### src/rtl/tri_arb_pkg.sv
// Shared types and width helpers for the tri-state bus arbiter.
package tri_arb_pkg;

  typedef enum logic [1:0] {
    IDLE  = 2'd0,
    GRANT = 2'd1,
    TURN  = 2'd2
  } state_t;

  // Index width for n requesters; never narrower than one bit.
  function automatic int id_w(input int n);
    return (n > 1) ? $clog2(n) : 1;
  endfunction

  // Width of a counter that must hold values 0..max_val.
  function automatic int cnt_w(input int max_val);
    return (max_val > 0) ? $clog2(max_val + 1) : 1;
  endfunction

endpackage

### src/rtl/rr_pick.sv
// Combinational round-robin picker: first asserted req scanning ptr, ptr+1, ... modulo N.
module rr_pick
  import tri_arb_pkg::*;
#(
  parameter int N    = 4,
  parameter int ID_W = id_w(N)
) (
  input  logic [N-1:0]    req,
  input  logic [ID_W-1:0] ptr,
  output logic [ID_W-1:0] winner,
  output logic            valid
);

  logic [ID_W:0]   sum;
  logic [ID_W-1:0] idx;

  // NOTE: every signal written here gets a default first, so no path leaves it unassigned (no latch).
  always_comb begin
    winner = '0;
    valid  = 1'b0;
    sum    = '0;
    idx    = '0;
    // Scan from the farthest offset down so the closest requester to ptr is written last and wins.
    for (int i = N - 1; i >= 0; i--) begin
      sum = {1'b0, ptr} + (ID_W + 1)'(i);
      if (sum >= (ID_W + 1)'(N)) sum = sum - (ID_W + 1)'(N);
      idx = sum[ID_W-1:0];
      if (req[idx]) begin
        winner = idx;
        valid  = 1'b1;
      end
    end
  end

endmodule

### src/rtl/tri_bus_arbiter.sv
// Round-robin owner selection for a shared tri-state bus with an all-off turnaround gap.
// Optional owner preemption after MAX_HOLD cycles is built when TRI_ARB_TIMEOUT_EN is defined.
module tri_bus_arbiter
  import tri_arb_pkg::*;
#(
  parameter  int N        = 4,
  parameter  int TURN_CYC = 1,
  parameter  int MAX_HOLD = 8,
  localparam int ID_W     = id_w(N)
) (
  input  logic            clk,
  input  logic            rst_n,
  input  logic [N-1:0]    req,
  output logic [N-1:0]    gnt,
  output logic [ID_W-1:0] owner,
  output logic            busy,
  output logic            turn
);

  localparam int TC_W = cnt_w(TURN_CYC);

  if (N < 2 || TURN_CYC < 1 || MAX_HOLD < 1) begin : g_bad_params
    $error("tri_bus_arbiter: illegal parameter values");
  end

  state_t          state_q, state_d;
  logic [ID_W-1:0] ptr_q, ptr_d;
  logic [TC_W-1:0] tc_q, tc_d;
  logic [N-1:0]    gnt_d;
  logic [ID_W-1:0] owner_d;
  logic            turn_d;
  logic            busy_d;
  logic            grant_new;
  logic            release_now;
  logic [ID_W-1:0] win_idx;
  logic            win_valid;

`ifdef TRI_ARB_TIMEOUT_EN
  localparam int HOLD_W = cnt_w(MAX_HOLD);
  logic [HOLD_W-1:0] hold_q, hold_d;
`endif

  rr_pick #(.N(N), .ID_W(ID_W)) u_pick (
    .req    (req),
    .ptr    (ptr_q),
    .winner (win_idx),
    .valid  (win_valid)
  );

  always_comb begin
    state_d     = state_q;
    ptr_d       = ptr_q;
    tc_d        = tc_q;
    gnt_d       = gnt;
    owner_d     = owner;
    turn_d      = turn;
    grant_new   = 1'b0;
    release_now = 1'b0;
`ifdef TRI_ARB_TIMEOUT_EN
    hold_d      = hold_q;
`endif

    case (state_q)
      IDLE: begin
        if (win_valid) grant_new = 1'b1;
      end

      GRANT: begin
        release_now = !req[owner];
`ifdef TRI_ARB_TIMEOUT_EN
        if (hold_q == HOLD_W'(MAX_HOLD) && |(req & ~gnt)) release_now = 1'b1;
`endif
        if (release_now) begin
          gnt_d   = '0;
          ptr_d   = (owner == ID_W'(N - 1)) ? '0 : owner + ID_W'(1);
          tc_d    = TC_W'(TURN_CYC);
          turn_d  = 1'b1;
          state_d = TURN;
        end
`ifdef TRI_ARB_TIMEOUT_EN
        else if (hold_q != HOLD_W'(MAX_HOLD)) begin
          hold_d = hold_q + HOLD_W'(1);
        end
`endif
      end

      TURN: begin
        // Requests are only looked at on the edge that closes the last turnaround cycle.
        if (tc_q == TC_W'(1)) begin
          turn_d = 1'b0;
          if (win_valid) grant_new = 1'b1;
          else           state_d   = IDLE;
        end else begin
          tc_d = tc_q - TC_W'(1);
        end
      end

      default: state_d = IDLE;
    endcase

    if (grant_new) begin
      gnt_d          = '0;
      gnt_d[win_idx] = 1'b1;
      owner_d        = win_idx;
      state_d        = GRANT;
`ifdef TRI_ARB_TIMEOUT_EN
      hold_d         = HOLD_W'(1);
`endif
    end

    busy_d = |gnt_d;
  end

  // NOTE: state registers use non-blocking assignments so every flop samples pre-edge values.
  always_ff @(posedge clk or negedge rst_n) begin
    if (!rst_n) begin
      state_q <= IDLE;
      ptr_q   <= '0;
      tc_q    <= '0;
      gnt     <= '0;
      owner   <= '0;
      busy    <= 1'b0;
      turn    <= 1'b0;
`ifdef TRI_ARB_TIMEOUT_EN
      hold_q  <= '0;
`endif
    end else begin
      state_q <= state_d;
      ptr_q   <= ptr_d;
      tc_q    <= tc_d;
      gnt     <= gnt_d;
      owner   <= owner_d;
      busy    <= busy_d;
      turn    <= turn_d;
`ifdef TRI_ARB_TIMEOUT_EN
      hold_q  <= hold_d;
`endif
    end
  end

endmodule

### config.mk
export PLATFORM = sky130hd
export DESIGN_NAME = tri_bus_arbiter
export DESIGN_NICKNAME = d
export VERILOG_FILES = /design/src/rtl/tri_arb_pkg.sv /design/src/rtl/rr_pick.sv /design/src/rtl/tri_bus_arbiter.sv
export SDC_FILE = /design/constraint.sdc
export NUM_CORES = 1
export LEC_CHECK = 0
export CORE_MARGIN = 2
export CORE_UTILIZATION = 47
export DETAILED_ROUTE_END_ITERATION = 8
export PLACE_DENSITY = 0.84
export SLEW_MARGIN = 20
export SYNTH_ARGS = -nofsm -noshare
export SYNTH_HDL_FRONTEND = slang
export SYNTH_SLANG_ARGS = --single-unit
### constraint.sdc
create_clock -name clk -period 2.54 [get_ports clk]
set_input_delay 0.508 -clock clk [delete_from_list [all_inputs] [get_ports clk]]
set_output_delay 0.508 -clock clk [all_outputs]
set_load 0.05 [all_outputs]
**After elaboration in Yosys (flattened, before gate mapping)**

Cells that the tools add are included.

- Logic and storage cells: 86
- Input port bits: 6
- Register bits after elaboration: 13
- Output and inout port bits: 8

- $lt $le $gt $ge: 11
- Mux-type cells: 41
- $add $sub $neg: 9
- Equality and inequality tests: 9
- Reduce and logical (&&, ||, !) cells: 8
- Bitwise logic cells: 1

Operator list:

| cell | number |
|---|---|
| 2-bit 2-to-1 mux | 13 |
| 2-bit by 3-bit < comparator with 1-bit output (second input constant) | 6 |
| 1-bit 2-to-1 mux | 15 |
| 4-bit 2-to-1 mux | 3 |
| 1-bit binary-select mux with 2-bit select | 5 |
| 3-bit greater-or-equal comparator (second input constant) | 3 |
| 3-bit != test (second input constant) | 3 |
| 2-bit by 1-bit subtractor with 2-bit output (second input constant) | 4 |
| 2-bit by 2-bit adder with 3-bit output (second input constant) | 2 |
| 2-bit != test (second input constant) | 3 |
| 1-bit case mux with 2 select lines | 3 |
| 2-bit case mux with 3 select lines | 1 |
| 2-bit == test (second input constant) | 2 |
| 2-bit AND reduction | 2 |
| 4-bit AND reduction | 1 |
| 4-bit OR reduction | 1 |
| 2-bit by 1-bit adder with 3-bit output (second input constant) | 1 |
| 2-bit by 3-bit greater-or-equal comparator with 1-bit output (second input constant) | 1 |
| 3-bit AND reduction | 1 |
| 2-bit by 1-bit adder with 2-bit output (second input constant) | 1 |
| 1-bit demux with 2-bit select | 1 |
| 2-bit by 1-bit == test with 1-bit output (second input constant) | 1 |
| 2-bit by 1-bit greater-or-equal comparator with 1-bit output (second input constant) | 1 |
| 2-bit zero test | 1 |
| other kinds (4) | 4 |

**Logic depth before layout (Yosys ltp)**

- Word-level depth: 15
- Mapped depth: 5

**Modules after synthesis**

Synthesis repeated with hierarchy kept, for this count alone.

- Cells, all modules: 64
- Area, all modules: 695.7 um^2

Modules (own cells, without submodules):

| module | times used | cells each | area an instance (um^2) | sequential area each (um^2) |
|---|---|---|---|---|
| tri_bus_arbiter | 1 | 51 | 618.1 | 325.3 |
| rr_pick | 1 | 13 | 77.6 | 0.0 |

**Worst setup path after synthesis**

OpenSTA, ideal clock, no wires.

- Kind: register to register
- From: reg owner[0]
- To: reg gnt[2]
- Required time: 2.418 ns
- Stages on the path, launching flop included: 5
- Data arrival time: 2.005 ns
- Setup slack: 0.414 ns
- Cells stage by stage: dfrtp_1 -> mux4_2 -> or3b_4 -> buf_6 -> a32o_1

- Cells in the longest elaborated chain, start to end: 5

Ends and longest elaborated chain:

| element | line | source |
|---|---|---|
| from (decl) | tri_bus_arbiter.sv:15 | `output logic [ID_W-1:0] owner,` |
| from (signal assigned) | tri_bus_arbiter.sv:132 | `owner <= owner_d;` |
| 1-bit binary-select mux with 2-bit select | tri_bus_arbiter.sv:69 | `release_now = !req[owner];` |
| 1-bit 2-to-1 mux (implied by the code) | tri_bus_arbiter.sv:69 |  |
| 4-bit 2-to-1 mux | tri_bus_arbiter.sv:73 | `if (release_now) begin` |
| 4-bit 2-to-1 mux | tri_bus_arbiter.sv:63 | `case (state_q)` |
| 4-bit 2-to-1 mux | tri_bus_arbiter.sv:101 | `if (grant_new) begin` |
| named net gnt_d[2] | tri_bus_arbiter.sv:29 | `logic [N-1:0] gnt_d;` |
| to (signal assigned) | tri_bus_arbiter.sv:131 | `gnt <= gnt_d;` |
| to (decl) | tri_bus_arbiter.sv:14 | `output logic [N-1:0] gnt,` |

The timed path passes the listed nets, and every way through them passes these cells. The select of a mux whose other input is x is not followed.
A chain may end at the register's enable or synchronous reset.

**Final worst setup path**

- From: in req[0]
- To: reg gnt[2]

- Cells in the longest elaborated chain, start to end: 11
- Elaborated cells between the ends (all ways): 29
- Classes of those cells: order compare: 2; mux: 26; reduce/logical: 1

Ends and longest elaborated chain:

| element | line | source |
|---|---|---|
| from (decl) | tri_bus_arbiter.sv:13 | `input logic [N-1:0] req,` |
| 1-bit binary-select mux with 2-bit select | rr_pick.sv:28 | `if (req[idx]) begin` |
| 1-bit 2-to-1 mux (implied by the code) | rr_pick.sv:28 |  |
| 2-bit 2-to-1 mux (4 in series) | rr_pick.sv:28 |  |
| 2-bit by 3-bit < comparator with 1-bit output (implied by the code) / 2-bit by 1-bit greater-or-equal comparator with 1-bit output (equally long branches) | tri_bus_arbiter.sv:103 | `gnt_d[win_idx] = 1'b1;` |
| 1-bit logical AND (implied by the code) | tri_bus_arbiter.sv:103 |  |
| 1-bit 2-to-1 mux (implied by the code) | tri_bus_arbiter.sv:103 |  |
| 1-bit demux with 2-bit select | tri_bus_arbiter.sv:103 |  |
| 4-bit 2-to-1 mux (*) | tri_bus_arbiter.sv:101 |  |
| named net gnt_d[2] | tri_bus_arbiter.sv:29 |  |

The timed path passes the listed nets; every way through them passes the cells marked *. The select of a mux whose other input is x is not followed.

==> flow_summary.yaml <==
worst_setup_path:
  start_kind: "primary input"
  crit_type: "in -> reg"
  worstPathMaxFanout: 11
  crit_required_ns: 2.69
  rr_startpoint: "owner[0]"
  r2r_cells: 3
  crit_end: "gnt[2]"
  setup.worst_path.start: "req[0]"
  crit_arrival_ns: 2.24
  rrSetupSlack_ns: 0.71
  critPathCaptureType: "flip-flop"
  r2r_end: "gnt[2]"
hold_path:
  whs_path_depth: 1
  hp-class: "reg -> reg"
placed_design:
  dp_hpwl_um: 944
  place_area_sq_um: 767
  gp_congestion: 0.806
  place_ws_ns: 0.169
  port_buffers: 13
clock_tree:
  clock_path_buffers: 2
  clk_pin_slew_worst_paths_ns: 0.09
  cts_inserted_buffers: 3
  h-tree-depth: 1
  clk-insertion-delay-late_ns: 0.27
  root_buffer: "clkbuf_4"
  cts_tree: "built"
  cts_setup_buffers: 0
  cts_hold_buf: 0
  cts-resized-gates: 0
  cts.sinks: 13
sta:
  worst_pin_slew_ns: 0.559
  fmax_mhz: 480
  final.min_clock_period_ns: 2.08
  slew_headroom_pct: 62.6
  hold_viol_final: 0
  slew_viol_final: 0
  clock_skew_ns: 0.0162
  setup_viol: 0
  fin_hold_ws_ns: 0.476
  setup_slack_ns: 0.455
  rsz0062_at_grt: "false"
  fin_crit_sh_pct: 82.1
  fin_setup_tns_ns: 0
die:
  die-area_sq_mm: 0.00166
  start_util_pct: 49.3
  design.core.area_sq_mm: 0.00128
  die_width_um: 40.7
  row_count: 13
  die_y_um: 40.7
  io_pins: 14
route:
  first_pass_iters: 4
  dr.first_iter.drc_count: 19
  vias: 515
  finalWirelength_um: 1280
  drc_errors: 0
  wire_per_inst_um: 14.4
  antenna_left: 0
  viasPerCell: 5.79
cells_and_area:
  fillers: 111
  diodes: 0
  fin_nets: 82
  utilization_pct: 61.7
  final-seq-area_sq_um: 325
  fin_area_sq_um: 793
  multi_input_area_sq_um: 270
  drive_gt1_share_pct: 9.46
  syn_to_final_growth_pct: 25.3
grt:
  track_usage_pct: 19.1
  first_global_vias: 490
  antenna_found_initial: 0
  grt_pass1_wl_um: 1990
  overflow: 0
  grt_max_degree: 14
synthesis:
  ys_warn_count: 0
  synth-seq-area-share_pct: 51.4
  syn-num-nets: 65
  ys_seq_elements: 13
  synth_area_sq_um: 633
  synth.avg_cell_area_sq_um: 10.9
  ys_types: 23
  netlist_instances: 58
power_and_ir_drop:
  p_leak_nw: 0.353
  power_density_mw_per_mm2: 1460
  ir_worst_vdd_uv: 790
flow_run:
  drv_cap: 0
run_status:
  status: "complete, no violations"
## routing by layer
layer | share of wire, % | global-route usage (%)
met1 | 45 | 22.1
met4 | 1.6 | 12.5
met3 | 3.7 | 3.26
met2 | 50 | 32.1
met5 | 0 | 0
## worst min-delay path by stage
| stage | start | to | slack (ns) |
|---|---|---|---|
| finish | tc_q | state_q[1] | 0.48 |
| global route | tc_q | state_q[1] | 0.49 |
| CTS | tc_q | state_q[1] | 0.49 |
| detailed placement | tc_q | state_q[1] | 0.49 |
| global placement | tc_q | state_q[1] | 0.46 |
| floorplan | rst_n | busy | 0.21 |
## cell families after synthesis
logic type / count (synthesis) / share of synthesized area (%)
AOI/OAI and AO/OA: 17 / 20.4
adders and majority gates: 1 / 1.98
buffers and inverters: 6 / 5.93
DFF: 13 / 51.4
muxes: 2 / 5.34
and+or+nand+nor: 19 / 15.0
## cell usage after synthesis (all sizes together)
cell | number | area, sq um
a221o | 1 | 10.0
o21ai | 2 | 10.0
a211o | 1 | 8.76
dfrtp | 13 | 325
nor2b | 1 | 6.26
mux2 | 1 | 11.3
nor3 | 1 | 5.00
nand2 | 6 | 22.5
a21o | 2 | 15.0
a211oi | 1 | 7.51
nand3 | 4 | 20.0
a311oi | 1 | 8.76
buf | 2 | 22.5
nand2b | 3 | 18.8
ha | 1 | 12.5
nor2 | 3 | 11.3
inv | 4 | 15.0
o31ai | 4 | 30.0
or3b | 1 | 11.3
a21oi | 2 | 10.0
o41ai | 1 | 8.76
mux4 | 1 | 22.5
a32o | 2 | 20.0
## per-stage QoR
| stage | power (W) | std cells |
|---|---|---|
| 3_3_place_gp | 0.00102 | 85 |
| 3_5_place_dp | 0.00104 | 85 |
| 4_1_cts | 0.00116 | 89 |
| 2_1_floorplan | 0.000862 | 58 |
| 6_report | 0.00116 | 89 |
| 5_1_grt | 0.00123 | 89 |
## layout make-up
| class | instances | area share (%) |
|---|---|---|
| Clock buffer | 4 | 3.31 |
| Timing Repair Buffer | 14 | 17.4 |
| Multi-Input combinational cell | 39 | 34.1 |
| Inverter | 4 | 1.89 |
| Sequential cell | 13 | 41.0 |
| Tap cell | 15 | 2.37 |
## sequential cells by signal, indices dropped and copies added (netlist names)
| register | cells |
|---|---|
| turn | 1 |
| gnt | 4 |
| owner | 2 |
| ptr_q | 2 |
| state_q | 2 |
| tc_q | 1 |
| busy | 1 |
## worst max-delay path, stage by stage
cell             delay (ns)
clkdlybuf4s50_1        0.49
mux4_2                 0.51
or3b_4                 0.46
a32o_1                 0.27
## placed cells by master, fill, tap and decap left out
cell and count:
nor3_1 1, mux2_2 1, clkbuf_4 3, ha_1 1, o41ai_1 1, nor2_1 3
a21oi_1 2, buf_4 1, dfrtp_1 13, a311oi_1 1, inv_1 4, o21ai_0 2
a221o_1 1, nand3_1 4, a211oi_1 1, clkbuf_1 1, a211o_1 1, mux4_2 1
clkdlybuf4s50_1 13, nand2b_1 3, nor2b_1 1, nand2_1 6, o31ai_1 4, a32o_1 2
or3b_4 1, a21o_1 2
## report_power, final
part           leakage [nW]  internal, W  switching, W  total [W]
Combinational         0.181     0.000253      0.000388   0.000641
Clock                0.0150    0.0000607     0.0000669   0.000128
Sequential            0.156     0.000301     0.0000879   0.000389
(Power assumes the default switching activity.)
==> RTL edit (config.mk and constraints unchanged) <==
Add a define of `TRI_ARB_TIMEOUT_EN`.
--- a/src/rtl/tri_bus_arbiter.sv
+++ b/src/rtl/tri_bus_arbiter.sv
@@ -2,2 +2,4 @@
 // Optional owner preemption after MAX_HOLD cycles is built when TRI_ARB_TIMEOUT_EN is defined.
+`define TRI_ARB_TIMEOUT_EN
+
 module tri_bus_arbiter
Behaviour: not the same (a bounded check fails within 10 cycles, from zero or initial values and one cycle with rst_n low).
==> RTL edit against the unedited design <==
  * Final area rose by 35%
  * Worst hold slack improved by 0.022 ns
  * Worst setup slack got worse by 0.058 ns
  * Synthesized area rose by 40%
  * Sequential cell count rose by 4
  * Synthesized cell count rose by 47%
  * Routed wire length rose by 49%
  * Critical path type unchanged
  * Sequential share of layout area fell by 1.2 points
  * Total power rose by 19%
  * Combinational power rose by 17%
  * Clock power rose by 8%
  * Non-clock buffer count rose by 1
  * Global-route usage rose by 1.4 points
==> RTL edit: results (changes against the unedited design) <==
Parameter                              Value

Run status
  Result of the run    finished clean

Route
  Final wirelength    1.90 mm (+49%)
  Number of vias after detailed routing    734 (+43%)
  DRC violation total after the first TritonRoute iteration    14 (-5)

STA
  Maximum clock frequency    0.467 GHz (-2.7%)
  Worst max-slew margin expressed relative to the limit    0.506 (-0.121)
  Fin Clk Skew    0.00285 ns (-0.0133 ns)

Power
  Largest voltage drop on the vdd net    0.658 mV (-17%)
  Static Leak    0.463 nW (+31%)

Layout
  Largest regs    gnt x4, hold_q x4
  Net count reported at finish    111 (+35%)
  Share of cells above drive strength 1    0.0693 (-0.0253)

Clock tree
  Register clock-pin slew on the reported worst setup and hold paths    0.09 ns (about the same)
  Max H-tree Level    1 (unchanged)

Synth
  Unique cell type count in the Yosys netlist    33 (+43%)
  Syn_nets    94 (+45%)
  List of most frequent post-synthesis cells    sky130_fd_sc_hd__dfrtp_1, sky130_fd_sc_hd__nand2_1, sky130_fd_sc_hd__inv_1, sky130_fd_sc_hd__nand2b_1, sky130_fd_sc_hd__o21ai_0
  Ranking of synthesized cells by area    sky130_fd_sc_hd__dfrtp_1, sky130_fd_sc_hd__ha_1, sky130_fd_sc_hd__o32ai_1
  Sequential element share of the synthesized area    0.480 (-0.0336)

Worst setup path
  Cell depth of the worst flop-to-flop path    4 (+1)
  Worst path max stage delay    0.57 ns (+0.06 ns)
  RR Endpoint    ptr_q[0]
  Critical Path AT    2.31 ns (+0.07 ns)
  Maximum fanout along the worst path    8 (-3)

Hold path
  Source of the worst hold timing path    hold_q[3]
  Endpoint of the worst hold path    hold_q[3]

Global route
  Largest net degree at the start of global routing    19 (+5)
  Number of global-route vias before repair    716 (+46%)
  Overall global routing resource usage    0.206 (+0.0145)
  Wire length of the first global-routing pass    3.18 mm (+60%)

Placement
  Global placement routability congestion    0.821 (+1.8%)
  Half-perimeter wire length after detailed placement    1.49 mm (+57%)
  Placement-stage cell area    0.00104 sq mm (+36%)
  DP Worst Slack    0.122 ns (-0.0471 ns)
-- RTL edit: cells by family after synthesis --
kind of cell	after synthesis	share of synthesized area
fa+ha+maj	3	0.0424
simple gates	27	0.155
flops	17	0.480
compound gates	24	0.202
xor+xnor	1	0.00989
mux	4	0.0621
buf+inv	9	0.0480
-- RTL edit: power breakdown --
group | leakage, nW | internal [mW] | switching [mW] | total (mW)
clock | 0.0150 | 0.0609 | 0.0767 | 0.138
sequential | 0.206 | 0.379 | 0.112 | 0.491
combinational | 0.242 | 0.295 | 0.453 | 0.748
-- RTL edit: critical path: cells and delay by family --
family,cells,cell delay [ns]
buffers and inverters,2,0.60
AO/OA/AOI/OAI,1,0.26
multiplexers,2,0.93
-- RTL edit: area by class of cell --
type / instances / area (sq um)
Clock buffer: 4 / 26.3
Fill cell: 152 / 677
Inverter: 6 / 22.5
Multi-Input combinational cell: 59 / 418
Sequential cell: 17 / 425
Tap cell: 25 / 31.3
Timing Repair Buffer: 15 / 145
-- RTL edit: worst max path at each step --
stage | from | end | slack, ns | cells past startpoint
CTS | owner[0] | owner[0] | 0.43 | 1
finish | req[3] | ptr_q[0] | 0.40 | 5
floorplan | owner[0] | ptr_q[0] | 0.53 | 5
global placement | req[3] | ptr_q[1] | 0.22 | 5
detailed placement | req[3] | ptr_q[0] | 0.12 | 5
global route | req[3] | ptr_q[0] | 0.35 | 5
-- RTL edit: through the flow --
step / total power [mW] / std cells / hold WS (ns)
3_3_place_gp: 1.20 / 122 / 0.467
5_1_grt: 1.48 / 126 / 0.520
4_1_cts: 1.38 / 126 / 0.502
3_5_place_dp: 1.24 / 122 / 0.490
2_1_floorplan: 1.02 / 85 / 0.212
6_report: 1.38 / 126 / 0.498
-- RTL edit: per-layer routing --
layer,vias up,share of wire,track usage
met5,-,0,0
met2,20,0.51,0.365
met3,2,0.034,0.0453
li1,348,-,-
met4,0,0.010,0.0611
met1,364,0.44,0.248
